## config.mk

```make
export PLATFORM = sky130hd
export DESIGN_NAME = bus_arbiter
export DESIGN_NICKNAME = d
export VERILOG_FILES = /design/src/rtl/bus_pkg.sv /design/src/rtl/rr_picker.sv /design/src/rtl/bus_arbiter.sv
export SDC_FILE = /design/constraint.sdc
export NUM_CORES = 1
export LEC_CHECK = 0
export BUFFER_PORTS_ARGS = -buffer_cell sky130_fd_sc_hd__buf_2
export CAP_MARGIN = 20
export CORE_AREA = 3 3 138 140
export DETAILED_ROUTE_END_ITERATION = 12
export DIE_AREA = 0 0 141 143
export PLACE_DENSITY = 0.74
export SYNTH_ARGS = -nofsm -noshare
export SYNTH_HDL_FRONTEND = slang
export SYNTH_SLANG_ARGS = --single-unit
```

## constraint.sdc

```tcl
create_clock -name clk -period 8 [get_ports clk]
set_input_delay 1.6 -clock clk [delete_from_list [all_inputs] [get_ports clk]]
set_output_delay 1.6 -clock clk [all_outputs]
set_load 0.03 [all_outputs]
```

## src/rtl/bus_pkg.sv

```systemverilog
// ============================================================================
// Module      : bus_pkg
// Description : Shared types and constants for the system-bus arbiter and
//               the BusAddressTranslator it drives.
// Revision    : 1.0 - initial release
// ============================================================================
`default_nettype none

package bus_pkg;

    // Arbiter sequencing states
    typedef enum logic [0:0] {
        ST_IDLE   = 1'b0,
        ST_ACCESS = 1'b1
    } state_t;

    // device_en value meaning "address decodes to no device"
    localparam logic [7:0] DEV_NONE = 8'h00;

    // Default bus widths shared with BusAddressTranslator
    localparam int BUS_ADDR_W = 32;
    localparam int BUS_DATA_W = 32;

    // Width of the access timeout counter
    localparam int TO_CNT_W = 16;

    // Index width for a vector of n entries, never less than one bit
    function automatic int idx_width(input int n);
        return (n > 1) ? $clog2(n) : 1;
    endfunction

endpackage

`default_nettype wire

```

## src/rtl/rr_picker.sv

```systemverilog
// ============================================================================
// Module      : rr_picker
// Description : Combinational round-robin picker. Searches upward from the
//               entry after i_last (wrapping) and returns the first set
//               request as a one-hot winner.
// Revision    : 1.0 - initial release
// ============================================================================
`default_nettype none

module rr_picker #(
    parameter int NUM_MASTERS = 4,
    parameter int IDX_W       = 2
) (
    input  logic [NUM_MASTERS-1:0] i_req,
    input  logic [IDX_W-1:0]       i_last,
    output logic [NUM_MASTERS-1:0] o_win,
    output logic                   o_valid
);

    logic [IDX_W-1:0] w_idx;

    // First requester after the last owner, in rotating order
    always_comb begin
        o_win   = '0;
        o_valid = 1'b0;
        w_idx   = '0;
        for (int k = 1; k <= NUM_MASTERS; k++) begin
            w_idx = IDX_W'((int'(i_last) + k) % NUM_MASTERS);
            if (!o_valid && i_req[w_idx]) begin
                o_win[w_idx] = 1'b1;
                o_valid      = 1'b1;
            end
        end
    end

endmodule

`default_nettype wire

```

## src/rtl/bus_arbiter.sv

```systemverilog
// ============================================================================
// Module      : bus_arbiter
// Description : Round-robin arbiter and transaction sequencer for the shared
//               system bus. Grants one master, registers its address/write
//               data onto the bus and holds the grant until the device acks
//               or the address decodes to no device.
//               Optional access timeout: define BUS_ARB_TIMEOUT_EN.
// Revision    : 1.0 - initial release
// ============================================================================
`default_nettype none

module bus_arbiter
    import bus_pkg::*;
#(
    parameter int NUM_MASTERS = 4,
    parameter int ADDR_W      = BUS_ADDR_W,
    parameter int DATA_W      = BUS_DATA_W,
    parameter int TIMEOUT     = 255
) (
    input  logic                          clk,
    input  logic                          rst_n,
    input  logic [NUM_MASTERS-1:0]        i_req,
    input  logic [NUM_MASTERS*ADDR_W-1:0] i_m_addr,
    input  logic [NUM_MASTERS-1:0]        i_m_we,
    input  logic [NUM_MASTERS*DATA_W-1:0] i_m_wdata,
    output logic [NUM_MASTERS-1:0]        o_grant,
    output logic [NUM_MASTERS-1:0]        o_done,
    output logic [NUM_MASTERS-1:0]        o_err,
    output logic                          o_bus_valid,
    output logic [ADDR_W-1:0]             o_bus_addr,
    output logic                          o_bus_we,
    output logic [DATA_W-1:0]             o_bus_wdata,
    input  logic [7:0]                    i_device_en,
    input  logic                          i_dev_ack
);

    localparam int IDX_W = idx_width(NUM_MASTERS);

    state_t                   r_state,  w_state_nxt;
    logic [NUM_MASTERS-1:0]   r_grant,  w_grant_nxt;
    logic [NUM_MASTERS-1:0]   r_done,   w_done_nxt;
    logic [NUM_MASTERS-1:0]   r_err,    w_err_nxt;
    logic                     r_valid,  w_valid_nxt;
    logic [ADDR_W-1:0]        r_addr,   w_addr_nxt;
    logic                     r_we,     w_we_nxt;
    logic [DATA_W-1:0]        r_wdata,  w_wdata_nxt;
    logic [IDX_W-1:0]         r_last,   w_last_nxt;
    logic [IDX_W-1:0]         r_owner,  w_owner_nxt;

    logic [NUM_MASTERS-1:0]   w_win;
    logic                     w_pick_valid;
    logic [IDX_W-1:0]         w_win_idx;
    logic [ADDR_W-1:0]        w_sel_addr;
    logic                     w_sel_we;
    logic [DATA_W-1:0]        w_sel_wdata;
    logic                     w_end;
    logic                     w_fail;

`ifdef BUS_ARB_TIMEOUT_EN
    logic [TO_CNT_W-1:0]      r_cnt,    w_cnt_nxt;
`else
    logic                     w_unused_timeout;
    assign w_unused_timeout = (TIMEOUT == 0);
`endif

    rr_picker #(
        .NUM_MASTERS (NUM_MASTERS),
        .IDX_W       (IDX_W)
    ) u_picker (
        .i_req   (i_req),
        .i_last  (r_last),
        .o_win   (w_win),
        .o_valid (w_pick_valid)
    );

    // Select the winning master's index, address, write enable and data
    always_comb begin
        w_win_idx   = '0;
        w_sel_addr  = '0;
        w_sel_we    = 1'b0;
        w_sel_wdata = '0;
        for (int i = 0; i < NUM_MASTERS; i++) begin
            if (w_win[i]) begin
                w_win_idx   = IDX_W'(i);
                w_sel_addr  = w_sel_addr  | i_m_addr[i*ADDR_W +: ADDR_W];
                w_sel_we    = w_sel_we    | i_m_we[i];
                w_sel_wdata = w_sel_wdata | i_m_wdata[i*DATA_W +: DATA_W];
            end
        end
    end

    // Next-state and output logic: grant in IDLE, complete or abort in ACCESS
    always_comb begin
        w_state_nxt = r_state;
        w_grant_nxt = r_grant;
        w_done_nxt  = '0;
        w_err_nxt   = '0;
        w_valid_nxt = r_valid;
        w_addr_nxt  = r_addr;
        w_we_nxt    = r_we;
        w_wdata_nxt = r_wdata;
        w_last_nxt  = r_last;
        w_owner_nxt = r_owner;
        w_end       = 1'b0;
        w_fail      = 1'b0;
`ifdef BUS_ARB_TIMEOUT_EN
        w_cnt_nxt   = r_cnt;
`endif
        case (r_state)
            ST_IDLE: begin
                if (w_pick_valid) begin
                    w_state_nxt = ST_ACCESS;
                    w_grant_nxt = w_win;
                    w_valid_nxt = 1'b1;
                    w_addr_nxt  = w_sel_addr;
                    w_we_nxt    = w_sel_we;
                    w_wdata_nxt = w_sel_wdata;
                    w_owner_nxt = w_win_idx;
`ifdef BUS_ARB_TIMEOUT_EN
                    w_cnt_nxt   = '0;
`endif
                end
            end
            ST_ACCESS: begin
                // Unmapped address beats ack; ack beats timeout
                if (i_device_en == DEV_NONE) begin
                    w_end  = 1'b1;
                    w_fail = 1'b1;
                end else if (i_dev_ack) begin
                    w_end  = 1'b1;
                end
`ifdef BUS_ARB_TIMEOUT_EN
                else if (r_cnt == TO_CNT_W'(TIMEOUT - 1)) begin
                    w_end  = 1'b1;
                    w_fail = 1'b1;
                end else begin
                    w_cnt_nxt = r_cnt + 1'b1;
                end
`endif
                if (w_end) begin
                    w_state_nxt = ST_IDLE;
                    w_grant_nxt = '0;
                    w_valid_nxt = 1'b0;
                    w_last_nxt  = r_owner;
                    if (w_fail) begin
                        w_err_nxt  = r_grant;
                    end else begin
                        w_done_nxt = r_grant;
                    end
                end
            end
            default: begin
                w_state_nxt = ST_IDLE;
            end
        endcase
    end

    // State and output registers; last pointer resets so master 0 wins first
    always_ff @(posedge clk or negedge rst_n) begin
        if (!rst_n) begin
            r_state <= ST_IDLE;
            r_grant <= '0;
            r_done  <= '0;
            r_err   <= '0;
            r_valid <= 1'b0;
            r_addr  <= '0;
            r_we    <= 1'b0;
            r_wdata <= '0;
            r_last  <= IDX_W'(NUM_MASTERS - 1);
            r_owner <= '0;
`ifdef BUS_ARB_TIMEOUT_EN
            r_cnt   <= '0;
`endif
        end else begin
            r_state <= w_state_nxt;
            r_grant <= w_grant_nxt;
            r_done  <= w_done_nxt;
            r_err   <= w_err_nxt;
            r_valid <= w_valid_nxt;
            r_addr  <= w_addr_nxt;
            r_we    <= w_we_nxt;
            r_wdata <= w_wdata_nxt;
            r_last  <= w_last_nxt;
            r_owner <= w_owner_nxt;
`ifdef BUS_ARB_TIMEOUT_EN
            r_cnt   <= w_cnt_nxt;
`endif
        end
    end

    assign o_grant     = r_grant;
    assign o_done      = r_done;
    assign o_err       = r_err;
    assign o_bus_valid = r_valid;
    assign o_bus_addr  = r_addr;
    assign o_bus_we    = r_we;
    assign o_bus_wdata = r_wdata;

endmodule

`default_nettype wire

```

==> Word-level counts from Yosys, hierarchy flattened <==
Index checks and enable logic that the tools add are counted.
{ "classes": {"eq_ne": 2, "magnitude_cmp": 8, "n_bitwise": 13, "n_reduce_logical": 14, "add_sub_neg": 4, "n_mux": 59} }
{ "ops": {"columns": ["op", "count"], "rows": [
  ["32-bit two-way mux", 8],
  ["32-bit bitwise OR", 6],
  ["4-bit two-way mux", 12],
  ["1-bit two-way mux", 26],
  ["2-bit by 3-bit less-than comparator with 1-bit output, second input constant", 4],
  ["4-bit bitwise OR", 3],
  ["1-bit binary-select mux with 2-bit select", 4],
  ["1-bit demux with 2-bit select", 4],
  ["2-bit by 1-bit >= comparator with 1-bit output, second input constant", 4],
  ["8-bit zero test", 1],
  ["4-bit one-hot mux with 2 select lines", 1],
  ["1-bit logical AND", 7],
  ["2-bit AND reduction", 3],
  ["2-bit by 1-bit adder with 2-bit output, second input constant", 2],
  ["2-bit adder, second input constant", 2],
  ["2-bit two-way mux", 2],
  ["2-bit by 1-bit inequality test with 1-bit output, second input constant", 2],
  ["1-bit one-hot mux with 2 select lines", 2],
  ["1-bit zero test", 3],
  ["1-bit bitwise OR", 3],
  ["1-bit NOT", 1]
]} }
{ "word_totals": {"elab_cells": 110, "register_bits": 83} }

==> Logic depth before layout (Yosys ltp) <==
Gate-level depths: netlist of run 1.
{ "depth": {"word_depth": 20, "ltp_mapped": 12, "depth_no_buf": 8} }

==> Cells and area by module <==
From an unflattened synthesis of run 1, not the netlist that was laid out.
{ "unflattened": {"hier_cells": 482, "hier_area_um2": 4692.0} }
{ "by_module_without_submodules": {"columns": ["module", "seq_area_each_um2", "instances", "area_each_um2", "cells_each"], "rows": [
  ["bus_arbiter", 2079.5, 1, 4276.6, 434],
  ["rr_picker", 0.0, 1, 415.4, 48]
]} }

==> Worst setup path before layout of run 1 <==
No wires, ideal clock.
{ "synth_timing": {"kind": "input-to-reg", "startpoint": "in i_req[2]", "endpoint": "reg r_addr[0], in the netlist o_bus_addr[0]", "arrival_time_ps": 3331, "setup_ps": 134, "cell_stages": 8, "t_required_ps": 7866, "path_slack_ps": 4535, "cell_sequence": "mux4_2 > a31o_1 > a221o_1 > and2_4 > buf_6 > buf_6 > a222oi_1 > a21oi_1"} }
{ "synth_via": {"elab_chain_len": 19} }
{ "synth_lines": {"columns": ["item", "line_no", "rtl"], "rows": [
  ["start: declaration", "bus_arbiter.sv:22", "input logic [NUM_MASTERS-1:0] i_req,"],
  ["1-bit binary-select mux with 2-bit select", "rr_picker.sv:29", "if (!o_valid && i_req[w_idx]) begin"],
  ["1-bit two-way mux (not written as such)", "rr_picker.sv:29", null],
  ["1-bit two-way mux", "rr_picker.sv:29", null],
  ["1-bit zero test", "rr_picker.sv:29", null],
  ["1-bit logical AND", "rr_picker.sv:29", null],
  ["1-bit two-way mux", "rr_picker.sv:29", null],
  ["1-bit zero test", "rr_picker.sv:29", null],
  ["1-bit logical AND", "rr_picker.sv:29", null],
  ["[3 not listed]", null, null],
  ["4-bit two-way mux", "rr_picker.sv:29", null],
  ["32-bit two-way mux", "bus_arbiter.sv:83", "if (w_win[i]) begin"],
  ["32-bit bitwise OR", "bus_arbiter.sv:85", "w_sel_addr = w_sel_addr | i_m_addr[i*ADDR_W +: ADDR_W];"],
  ["32-bit two-way mux", "bus_arbiter.sv:83", null],
  ["32-bit bitwise OR", "bus_arbiter.sv:85", null],
  ["32-bit two-way mux", "bus_arbiter.sv:83", null],
  ["32-bit bitwise OR", "bus_arbiter.sv:85", null],
  ["32-bit two-way mux", "bus_arbiter.sv:83", null],
  ["end signal: assignment", "bus_arbiter.sv:180", "r_addr <= w_addr_nxt;"],
  ["end: declaration", "bus_arbiter.sv:44", "logic [ADDR_W-1:0] r_addr, w_addr_nxt;"]
]} }
Parallel ways exist; a longest one is shown, timed or not. The select of a mux whose other input is x is not followed.
A chain may end at the register's enable or synchronous reset.

==> Final worst setup path of run 1 <==
{ "layout_timing": {"startpoint": "reg r_last[0]", "endpoint": "reg r_wdata[12], in the netlist o_bus_wdata[12]"} }
{ "layout_via": {"elab_chain_len": 20} }
{ "layout_lines": {"columns": ["item", "line_no", "rtl"], "rows": [
  ["start: declaration", "bus_arbiter.sv:47", "logic [IDX_W-1:0] r_last, w_last_nxt;"],
  ["start signal: assignment", "bus_arbiter.sv:169", "r_last <= IDX_W'(NUM_MASTERS - 1);"],
  ["start signal: assignment", "bus_arbiter.sv:183", "r_last <= w_last_nxt;"],
  ["branches (longest 20 deep; another with 2-bit by 3-bit less-than comparator with 1-bit output)", null, null],
  ["end signal: assignment", "bus_arbiter.sv:182", "r_wdata <= w_wdata_nxt;"],
  ["end: declaration", "bus_arbiter.sv:46", "logic [DATA_W-1:0] r_wdata, w_wdata_nxt;"]
]} }
Several ways; the timed one is not identified. The select of a mux whose other input is x is not followed.

==> results_dict.tcl, run 1 <==
set metrics [dict create \
    grt_pass1_wl_microns 40400 \
    drtIter0Drc 1089 \
    worstPathRequired_ns 8.26 \
    drc_errors 0 \
    clk_pin_slew_ns 0.07 \
    grt_overflow 0 \
    min_path_type "reg -> reg" \
    grt_usage_pct 24.8 \
    finalMaxSlewViolations 0 \
    path_max_fanout 38 \
    synthToLayoutAreaGrowth_pct 35.8 \
    avgViaCountPerCell 6.39 \
    vias 7907 \
    grt_pass1_vias 7727 \
    ys_seq_area_share_pct 34.2 \
    cts-resized-gates 0 \
    synthXorXnorAreaFrac_pct 0 \
    yosysTopAreaCell "dfrtp_1" \
    totalWireLength_microns 26800 \
    worst_slew_pin_slew_ns 1.16 \
    final.period_utilization_pct 53.9 \
    syn-mean-instance-area_sq_um 8.53 \
    cts_sinks 83 \
    slew-limit-headroom_pct 22.7 \
    fin_worst_skew_ns 0.0129 \
    postRouteAntennaNets 0 \
    yosys-top-cells-count "a22oi_1, dfrtp_1, nor2_1" \
    dp.cells 1220 \
    yosys.cell_count.top_type "a22oi_1" \
    synth_top_cells_by_area "dfrtp_1, a22oi_1, a222oi_1" \
    die_width_microns 141 \
    core_sq_mm 0.0180 \
    synth_top_family_by_area "compound AO/OA/AOI/OAI gates" \
    antenna_found_initial 0 \
    finalSetupTns_ns 0 \
    wl_per_cell_microns 21.6 \
    gp_congestion 0.868 \
    final_cells 1237 \
    rows 49 \
    ys_seq_elements 83 \
    syn_nets 994 \
    cts_tree "yes" \
    synth_edf_count 0 \
    cts_hold_buffers 0 \
    max_clock_freq_mhz 232 \
    fin_crit_ns 4.31 \
    clk_latency_ns 0.34 \
    synthArstFlopShare_pct 100 \
    startpoint_type "flip-flop" \
    rsz0062_at_grt "false" \
    setup_viol 0 \
    htree_num_levels 3 \
    num-fill-cells 1782 \
    synth.top_cell.area_share_pct 33.3 \
    p_leak_uw 0.00378 \
    drive_gt1_share_pct 39.6 \
    synth_cells 713 \
    dieArea_sq_mm 0.0202 \
    grt_max_degree 84 \
    path_class "reg -> reg" \
    initial_core_util_pct 33.9 \
    cts_buffer_depth 2 \
    worstPathArrival_ns 4.57 \
    antennaDiodeCount 0 \
    powerDensity_mw_per_mm2 467 \
    muxShareOfSynthArea_pct 1.67 \
    synth.distinct_cells 42 \
    yosys.area_share.simple_pct 11.4 \
    synth_fa_ha_area_share_pct 1.23 \
    synth_compound_area_share_pct 44.4 \
    cts_setup_buffers 0 \
    status "finished, final reports clean" \
    irDropWorstVdd_mv 0.266 \
    cp-end-kind "flip-flop" \
    io_buffers 352 \
    synth_flop_cell "dfrtp_1" \
    numCtsBuffers 9 \
    dp_hpwl_microns 17600 \
    syn_area_sq_mm 0.00608 \
    maxCapViolCount 0 \
    hold_viol_final 0 \
    yosysWarnings 0 \
    ios 353 \
    cts_root_buf "clkbuf_16" \
    die_y_microns 143 \
    layout.nets 1284 \
    drtPass1Iterations 8 \
]
-- report_power, final --
part | switching [uW] | internal (uW) | total [uW]
clock | 189 | 308 | 497
sequential | 123 | 604 | 728
combinational | 1770 | 865 | 2630
total | 2080 | 1780 | 3860
-- layout make-up --
| type | count | area, sq um | area share (%) |
|---|---|---|---|
| Multi-Input combinational cell | 536 | 3650 | 44.2 |
| Sequential cell | 83 | 2080 | 25.2 |
| Timing Repair Buffer | 363 | 1860 | 22.5 |
| Tap cell | 229 | 287 | 3.47 |
| Clock buffer | 9 | 225 | 2.73 |
| Clock inverter | 7 | 123 | 1.48 |
| Inverter | 10 | 37.5 | 0.454 |
-- sequential cells by signal, summed over array words and instances (netlist names) --
name         cells
o_bus_addr      32
o_bus_valid      1
o_bus_wdata     32
o_bus_we         1
o_done           4
o_err            4
o_grant          4
r_last           2
r_owner          2
r_state          1
-- path summary, 6_finish.rpt --
check	startpoint	end	slack, ns	cells past startpoint
max in group asynchronous	rst_n	r_last[0]	6.03	2
worst max register to register	r_last[0]	o_bus_wdata[12]	3.69	7
min in group asynchronous	rst_n	o_bus_addr[24]	1.26	1
worst min-delay path	o_bus_valid	o_bus_valid	0.49	2
worst max-delay path	r_last[0]	o_bus_wdata[12]	3.69	7
worst min register to register	o_bus_valid	o_bus_valid	0.49	2
-- stage by stage --
| step | area (sq um) | utilization [%] | hold WS (ns) | power, uW | setup WS, ns |
|---|---|---|---|---|---|
| after global routing | 8260 | 46.0 | 0.523 | 4090 | 3.48 |
| after floorplan | 6080 | - | 0.482 | 2630 | 4.54 |
| final | 8260 | 46.0 | 0.491 | 3860 | 3.69 |
| after global placement | 7900 | 44.0 | 0.457 | 3280 | 3.59 |
| after CTS | 8240 | 45.9 | 0.488 | 3830 | 3.77 |
| after detailed placement | 7900 | 44.0 | 0.471 | 3310 | 3.52 |
-- kinds of logic after synthesis --
group | Yosys count
adders and majority gates | 6
AOI/OAI and AO/OA | 351
buffers and inverters | 94
DFF | 83
muxes | 8
and+or+nand+nor | 171
-- layout by cell type, fill, tap and decap left out, types with 2 or more instances in the layout --
cell	instances
o21ai_0	2
buf_2	351
a21oi_1	69
mux2_2	4
nand3_1	5
dfstp_2	2
o21ai_1	2
inv_1	10
nor2_1	75
a31oi_1	4
ha_1	2
or4_1	2
buf_4	11
mux2i_1	2
dfrtp_1	81
nor3_1	5
nand2_1	72
ha_2	4
bufinv_16	3
a221oi_1	65
nand2b_1	2
a222oi_1	65
a22oi_1	131
clkbuf_16	9
o211ai_1	3
a32oi_4	3
inv_6	2
clkinvlp_4	2
nor4_1	2
-- worst max-delay path: stages (launching register included) --
cell and delay, ns:
dfstp_2 0.70, ha_2 0.83, buf_4 0.51, o211ai_1 0.22, a32oi_4 0.99, buf_4 0.56
a222oi_1 0.20, a21oi_1 0.20
-- layer usage --
metal  global-route usage, %  vias up  part of all wire, %
met2                    42.8      624                   49
met1                    29.9     3730                   37
li1                        -     3507                    -
met3                    5.39       46                   11
met5                       0        -                    0
met4                    10.5        0                  2.2
Note: power is estimated with default switching activity, not from simulation.
==> run 2: changes to the inputs <==
--- a/config.mk
+++ b/config.mk
@@ -5,12 +5,13 @@
 export SDC_FILE = /design/constraint.sdc
 export NUM_CORES = 1
 export LEC_CHECK = 0
+export ABC_AREA = 1
 export BUFFER_PORTS_ARGS = -buffer_cell sky130_fd_sc_hd__buf_2
 export CAP_MARGIN = 20
-export CORE_AREA = 3 3 138 140
+export CORE_AREA = 3 3 136 138
 export DETAILED_ROUTE_END_ITERATION = 12
-export DIE_AREA = 0 0 141 143
-export PLACE_DENSITY = 0.74
+export DIE_AREA = 0 0 139 141
+export PLACE_DENSITY = 0.73
 export SYNTH_ARGS = -nofsm -noshare
 export SYNTH_HDL_FRONTEND = slang
 export SYNTH_SLANG_ARGS = --single-unit
==> constraint.sdc (replaced) <==
create_clock -name clk -period 3.58 [get_ports clk]
set_input_delay 0.716 -clock clk [delete_from_list [all_inputs] [get_ports clk]]
set_output_delay 0.716 -clock clk [all_outputs]
set_load 0.03 [all_outputs]
==> run 2 against run 1 <==
Effect of this change:
- clock-buffer cell count did not move
- synthesized cell count is 17% higher
- worst setup slack lost 3.0 ns
- sequential power up 130%
- critical path depth is 7 higher
- non-clock buffer count stayed put
- register-to-register slack got worse by 3.0 ns
- power rose by 120%
- utilization shrank 2.7 points
- critical endpoint is now o_bus_addr[13]
==> results_dict.tcl, run 2 <==
set metrics [dict create \
    finalSetupTns_ns 0 \
    core_sq_mm 0.0173 \
    io_buffers 352 \
    p_leak_uw 0.00409 \
    path_class "reg -> reg" \
    startpoint_type "flip-flop" \
    grt_overflow 0 \
    reg2reg_depth 14 \
    powerDensity_mw_per_mm2 1110 \
    syn_nets 1112 \
    path_max_fanout 40 \
    antenna_found_initial 1 \
    synth_top_cells_by_area "dfrtp_1, nand2_1, nor2_1" \
    cts_root_buf "clkbuf_16" \
    synth_edf_count 0 \
    drc_errors 0 \
    cts_hold_buffers 0 \
    drtPass1Iterations 6 \
    final_common_cell "nand2_1" \
    timing.final.ws_setup_ns 0.685 \
    final.period_utilization_pct 80.9 \
    worstPathRequired_ns 3.84 \
    synthToLayoutAreaGrowth_pct 41.6 \
    cts_setup_buffers 0 \
    initial_core_util_pct 30.6 \
    synth_cells 831 \
    ys_seq_area_share_pct 39.3 \
    yosysWarnings 0 \
    totalWireLength_microns 18900 \
    wl_met1_microns 7380 \
    max_clock_freq_mhz 345 \
    gp_congestion 0.930 \
    wl_per_cell_microns 13.6 \
    fin_worst_skew_ns 0.00914 \
    topRoutingLayerUsed "met4" \
    grt_pass1_wl_microns 29600 \
    dr_wl_met3_microns 1290 \
    ff2ff_setup_slack_ns 0.69 \
    yosys.cell_count.top_type "nand2_1" \
    postRouteAntennaNets 0 \
    hold_viol_final 0 \
    clk_pin_slew_ns 0.07 \
    pre_cts_ws_ns 0.728 \
    yosys-top-cells-count "nand2_1, nor2_1, nand3_1" \
    slew-limit-headroom_pct 66.6 \
    cp-end-kind "flip-flop" \
    syn-mean-instance-area_sq_um 6.36 \
    cts_buffer_depth 2 \
    ios 353 \
    cts_sinks 83 \
    dp_hpwl_microns 14600 \
    layout.nets 1444 \
    fin_crit_ns 2.89 \
    drtIter0Drc 294 \
    synth.distinct_cells 25 \
    numCtsBuffers 9 \
    timing.rr.start "r_last[0]" \
    grt_usage_pct 18.6 \
    grt_max_degree 68 \
    synth.top_cell.area_share_pct 38.3 \
    cts-resized-gates 0 \
    synth_flop_cell "dfrtp_1" \
    vias 6289 \
    cts_tree "yes" \
    r2r-end "o_bus_addr[13]" \
    wl_met2_microns 9600 \
    clk_latency_ns 0.34 \
    htree_num_levels 3 \
    syn_area_sq_mm 0.00529 \
    yosysTopAreaCell "dfrtp_1" \
    worstPathArrival_ns 3.16 \
    rows 48 \
    status "finished, final reports clean" \
    ys_seq_elements 83 \
    die_y_microns 141 \
    drive_gt1_share_pct 34.2 \
    layout_common_cells "nand2_1, buf_2, nor2_1, nand3_1, dfrtp_1" \
    maxCapViolCount 0 \
    avgViaCountPerCell 4.51 \
    rsz0062_at_grt "false" \
    setup_viol 0 \
    grt_pass1_vias 6026 \
    worst_slew_pin_slew_ns 0.501 \
    die_width_microns 139 \
    irDropWorstVdd_mv 0.500 \
    synthArstFlopShare_pct 100 \
    min_path_type "in -> async" \
    finalMaxSlewViolations 0 \
    dieArea_sq_mm 0.0196 \
]
[run 2: cell count changes after synthesis, sizes merged, moves of 4 or more]
cell / before / now
clkbuf: 57 / 7
a21oi: 69 / 0
a22oi: 131 / 0
inv: 10 / 20
nand3: 6 / 87
mux2: 4 / 0
nor2: 76 / 209
a221oi: 65 / 0
buf: 27 / 35
a222oi: 65 / 0
nand2: 72 / 368
[run 2: critical path, cell delays in order (launching register included)]
cell	delay (ns)
dfstp_2	0.63
inv_2	0.13
ha_1	0.38
inv_1	0.15
nand3_4	0.12
nand2_4	0.12
nand2_4	0.07
nor2_8	0.12
nand3_1	0.11
nand2_2	0.10
buf_4	0.43
nand2_1	0.19
nand3_1	0.11
nor2_1	0.04
nor2_1	0.09
[run 2: power breakdown]
part	internal, uW	leakage (uW)	total, uW	switching, uW
clock	552	0.000147	966	414
sequential	1430	0.000977	1660	236
combinational	1760	0.00296	5670	3920
[run 2: cell families after synthesis]
| group | Yosys count | share of synthesized area [%] |
|---|---|---|
| buffers and inverters | 62 | 6.84 |
| adders and majority gates | 6 | 1.42 |
| DFF | 83 | 39.3 |
| AOI/OAI and AO/OA | 9 | 1.21 |
| and+or+nand+nor | 671 | 51.2 |
[run 2: worst max path at each step]
stage               from             end  slack, ns  cells after the start
2_1_floorplan  r_last[0]  o_bus_addr[25]       1.28                     15
3_3_place_gp   r_last[0]  o_bus_addr[13]       0.85                     14
3_5_place_dp   r_last[0]  o_bus_addr[13]       0.73                     14
4_1_cts        r_last[0]  o_bus_addr[13]       0.69                     14
5_1_grt        r_last[0]  o_bus_addr[13]       0.45                     14
6_report       r_last[0]  o_bus_addr[13]       0.69                     14
[run 2: final cells by class]
type / count / area, sq um
fill: 1842 / 9810
tap: 225 / 282
sequential: 83 / 2080
timing repair buffer: 363 / 1880
antenna: 1 / 2.50
inverter: 20 / 75.1
clock buffer: 9 / 225
clock inverter: 7 / 81.3
multi-input combinational: 686 / 2860
[run 2: per-stage QoR]
step | total power, uW | util [%] | hold WS, ns | instance area, sq um | cells
floorplan | 6020 | - | 0.420 | 5290 | 831
global placement | 7300 | 41.5 | 0.454 | 7180 | 1377
detailed placement | 7420 | 41.5 | 0.456 | 7180 | 1377
CTS | 8420 | 43.3 | 0.212 | 7480 | 1393
global route | 9150 | 43.3 | 0.219 | 7490 | 1394
finish | 8300 | 43.3 | 0.227 | 7490 | 1394
[run 2: per-layer routing]
metal / vias up / track usage, %
li1: 3226 / -
met3: 40 / 3.53
met2: 270 / 33.8
met4: 0 / 8.39
met5: - / 0
met1: 2753 / 21.1
==> run 3: changes to the inputs <==
--- a/config.mk
+++ b/config.mk
@@ -8,10 +8,10 @@
 export ABC_AREA = 1
 export BUFFER_PORTS_ARGS = -buffer_cell sky130_fd_sc_hd__buf_2
 export CAP_MARGIN = 20
-export CORE_AREA = 3 3 136 138
+export CORE_AREA = 3 3 137 139
 export DETAILED_ROUTE_END_ITERATION = 12
-export DIE_AREA = 0 0 139 141
-export PLACE_DENSITY = 0.73
+export DIE_AREA = 0 0 140 142
+export PLACE_DENSITY = 0.7
 export SYNTH_ARGS = -nofsm -noshare
 export SYNTH_HDL_FRONTEND = slang
 export SYNTH_SLANG_ARGS = --single-unit
==> constraint.sdc (replaced) <==
create_clock -name clk -period 2.8 [get_ports clk]
set_input_delay 0.56 -clock clk [delete_from_list [all_inputs] [get_ports clk]]
set_output_delay 0.56 -clock clk [all_outputs]
set_load 0.03 [all_outputs]
==> run 3 against run 2 <==
Effect of this change:
- utilization shrank 0.55 points
- power grew 31%
- die area grew 1.4%
- sequential power grew 29%
- non-clock buffer count grew 1
- flip-flop and latch count is the same
- sequential share of layout area shrank 0.41 points
- register-to-register slack lost 0.45 ns
- largest cell class unchanged
- largest power group unchanged
==> results_dict.tcl, run 3 (synthesized netlist as in run 2, its figures left out) <==
set metrics [dict create \
    p_sw_share_pct 53.8 \
    totalWireLength_microns 18700 \
    core_sq_mm 0.0178 \
    ios 353 \
    layout_common_cells "nand2_1, buf_2, nor2_1, nand3_1, dfrtp_1" \
    die_y_microns 142 \
    htree_num_levels 3 \
    dp.cells 1382 \
    status "finished, final reports clean" \
    drtPass1Iterations 5 \
    worstPathRequired_ns 3.07 \
    antenna_found_initial 1 \
    seqPwrFrac_pct 19.6 \
    clk_pin_slew_ns 0.07 \
    final.period_utilization_pct 91.6 \
    setup_viol 0 \
    final_common_cell "nand2_1" \
    cts_buffer_depth 2 \
    rsz0062_at_grt "false" \
    final_cells 1398 \
    maxCapViolCount 0 \
    cts_root_buf "clkbuf_16" \
    p_clk_share_pct 11.3 \
    max_clock_freq_mhz 390 \
    fin_worst_skew_ns 0.00821 \
    irDropWorstVdd_mv 0.749 \
    path_class "reg -> reg" \
    cts_sinks 83 \
    cts-resized-gates 0 \
    cts_setup_buffers 0 \
    initial_core_util_pct 29.7 \
    drive_gt1_share_pct 34.2 \
    die_width_microns 140 \
    finalSetupTns_ns 0 \
    numCtsBuffers 9 \
    r2r-end "o_bus_addr[18]" \
    startpoint "r_last[0]" \
    clk_latency_ns 0.34 \
    dp_hpwl_microns 14500 \
    drtIter0Drc 306 \
    postRouteAntennaNets 0 \
    wl_per_cell_microns 13.4 \
    antennaDiodeCount 0 \
    p_leak_uw 0.00412 \
    regArea_sq_mm 0.00208 \
    io_buffers 352 \
    gp_congestion 0.908 \
    min_path_type "in -> async" \
    grt_max_degree 50 \
    grt_overflow 0 \
    worstPathArrival_ns 2.83 \
    num-fill-cells 1869 \
    reg2reg_depth 14 \
    timing.rr.start "r_last[0]" \
    powerDensity_mw_per_mm2 1430 \
    dieArea_sq_mm 0.0199 \
    vias 6310 \
    fin_util_pct 42.7 \
    layout.nets 1445 \
    cp-end-kind "flip-flop" \
    grt_pass1_vias 5957 \
    p_switching_uw 5850 \
    rows 49 \
    grt_pass1_wl_microns 28800 \
    drc_errors 0 \
    avgViaCountPerCell 4.51 \
    p_comb_share_pct 69.1 \
    startpoint_type "flip-flop" \
    path_max_fanout 46 \
    synthToLayoutAreaGrowth_pct 43.7 \
    ff2ff_setup_slack_ns 0.23 \
    finalMaxSlewViolations 0 \
    internal_power_uw 5030 \
    worst_slew_pin_slew_ns 0.568 \
    multi_input_area_sq_mm 0.00286 \
    grt_usage_pct 18.0 \
    cts_tree "yes" \
    slew-limit-headroom_pct 62.1 \
    cts_hold_buffers 0 \
    hold_viol_final 0 \
    fin_crit_ns 2.57 \
]
-- run 3: worst max-delay path by stage --
stage and to:
6_report o_bus_addr[18], 5_1_grt o_bus_addr[18], 4_1_cts o_bus_addr[18], 3_5_place_dp o_bus_addr[18], 3_3_place_gp o_bus_addr[18], 2_1_floorplan o_bus_addr[25]
-- run 3: routing by layer --
layer	vias to the layer above	global-route usage, %	part of all wire, %
met3	31	3.93	7.4
met1	2777	20.2	39
met2	276	33.5	52
met5	-	0	0.069
met4	2	6.94	2.2
li1	3224	-	-
-- run 3: power groups by stage --
stage / registers (uW) / clock network [uW] / logic [uW]
CTS: 2150 / 1280 / 7620
finish: 2140 / 1230 / 7520
floorplan: 3160 / 0 / 4530
detailed placement: 2160 / 0 / 7610
global route: 2210 / 1320 / 8390
global placement: 2140 / 0 / 7540
-- run 3: final cells by class --
type	count	area share (%)
timing repair buffer	364	26.2
multi-input combinational	686	37.6
inverter	20	0.988
clock buffer	9	2.96
clock inverter	7	1.09
sequential	83	27.4
tap	229	3.77
-- run 3: critical path, cell delays in order, from the launching register on --
cell	delay, ns
dfstp_2	0.63
inv_2	0.12
ha_1	0.38
inv_1	0.13
nand3_4	0.11
nand2_4	0.11
nand2_4	0.07
nor2_8	0.12
nand3_1	0.10
nand2_2	0.11
buf_12	0.24
nand2_1	0.13
nand3_1	0.10
nor2_1	0.05
nor2_1	0.08
-- run 3: metrics by stage --
stage	setup slack [ns]	hold slack, ns	instance area (sq um)	power [uW]
2_1_floorplan	0.504	0.264	5290	7700
3_3_place_gp	0.276	0.452	7290	9680
4_1_cts	0.216	0.212	7600	11000
6_report	0.235	0.208	7600	10900
3_5_place_dp	0.238	0.463	7290	9770
5_1_grt	0.0386	0.232	7600	11900
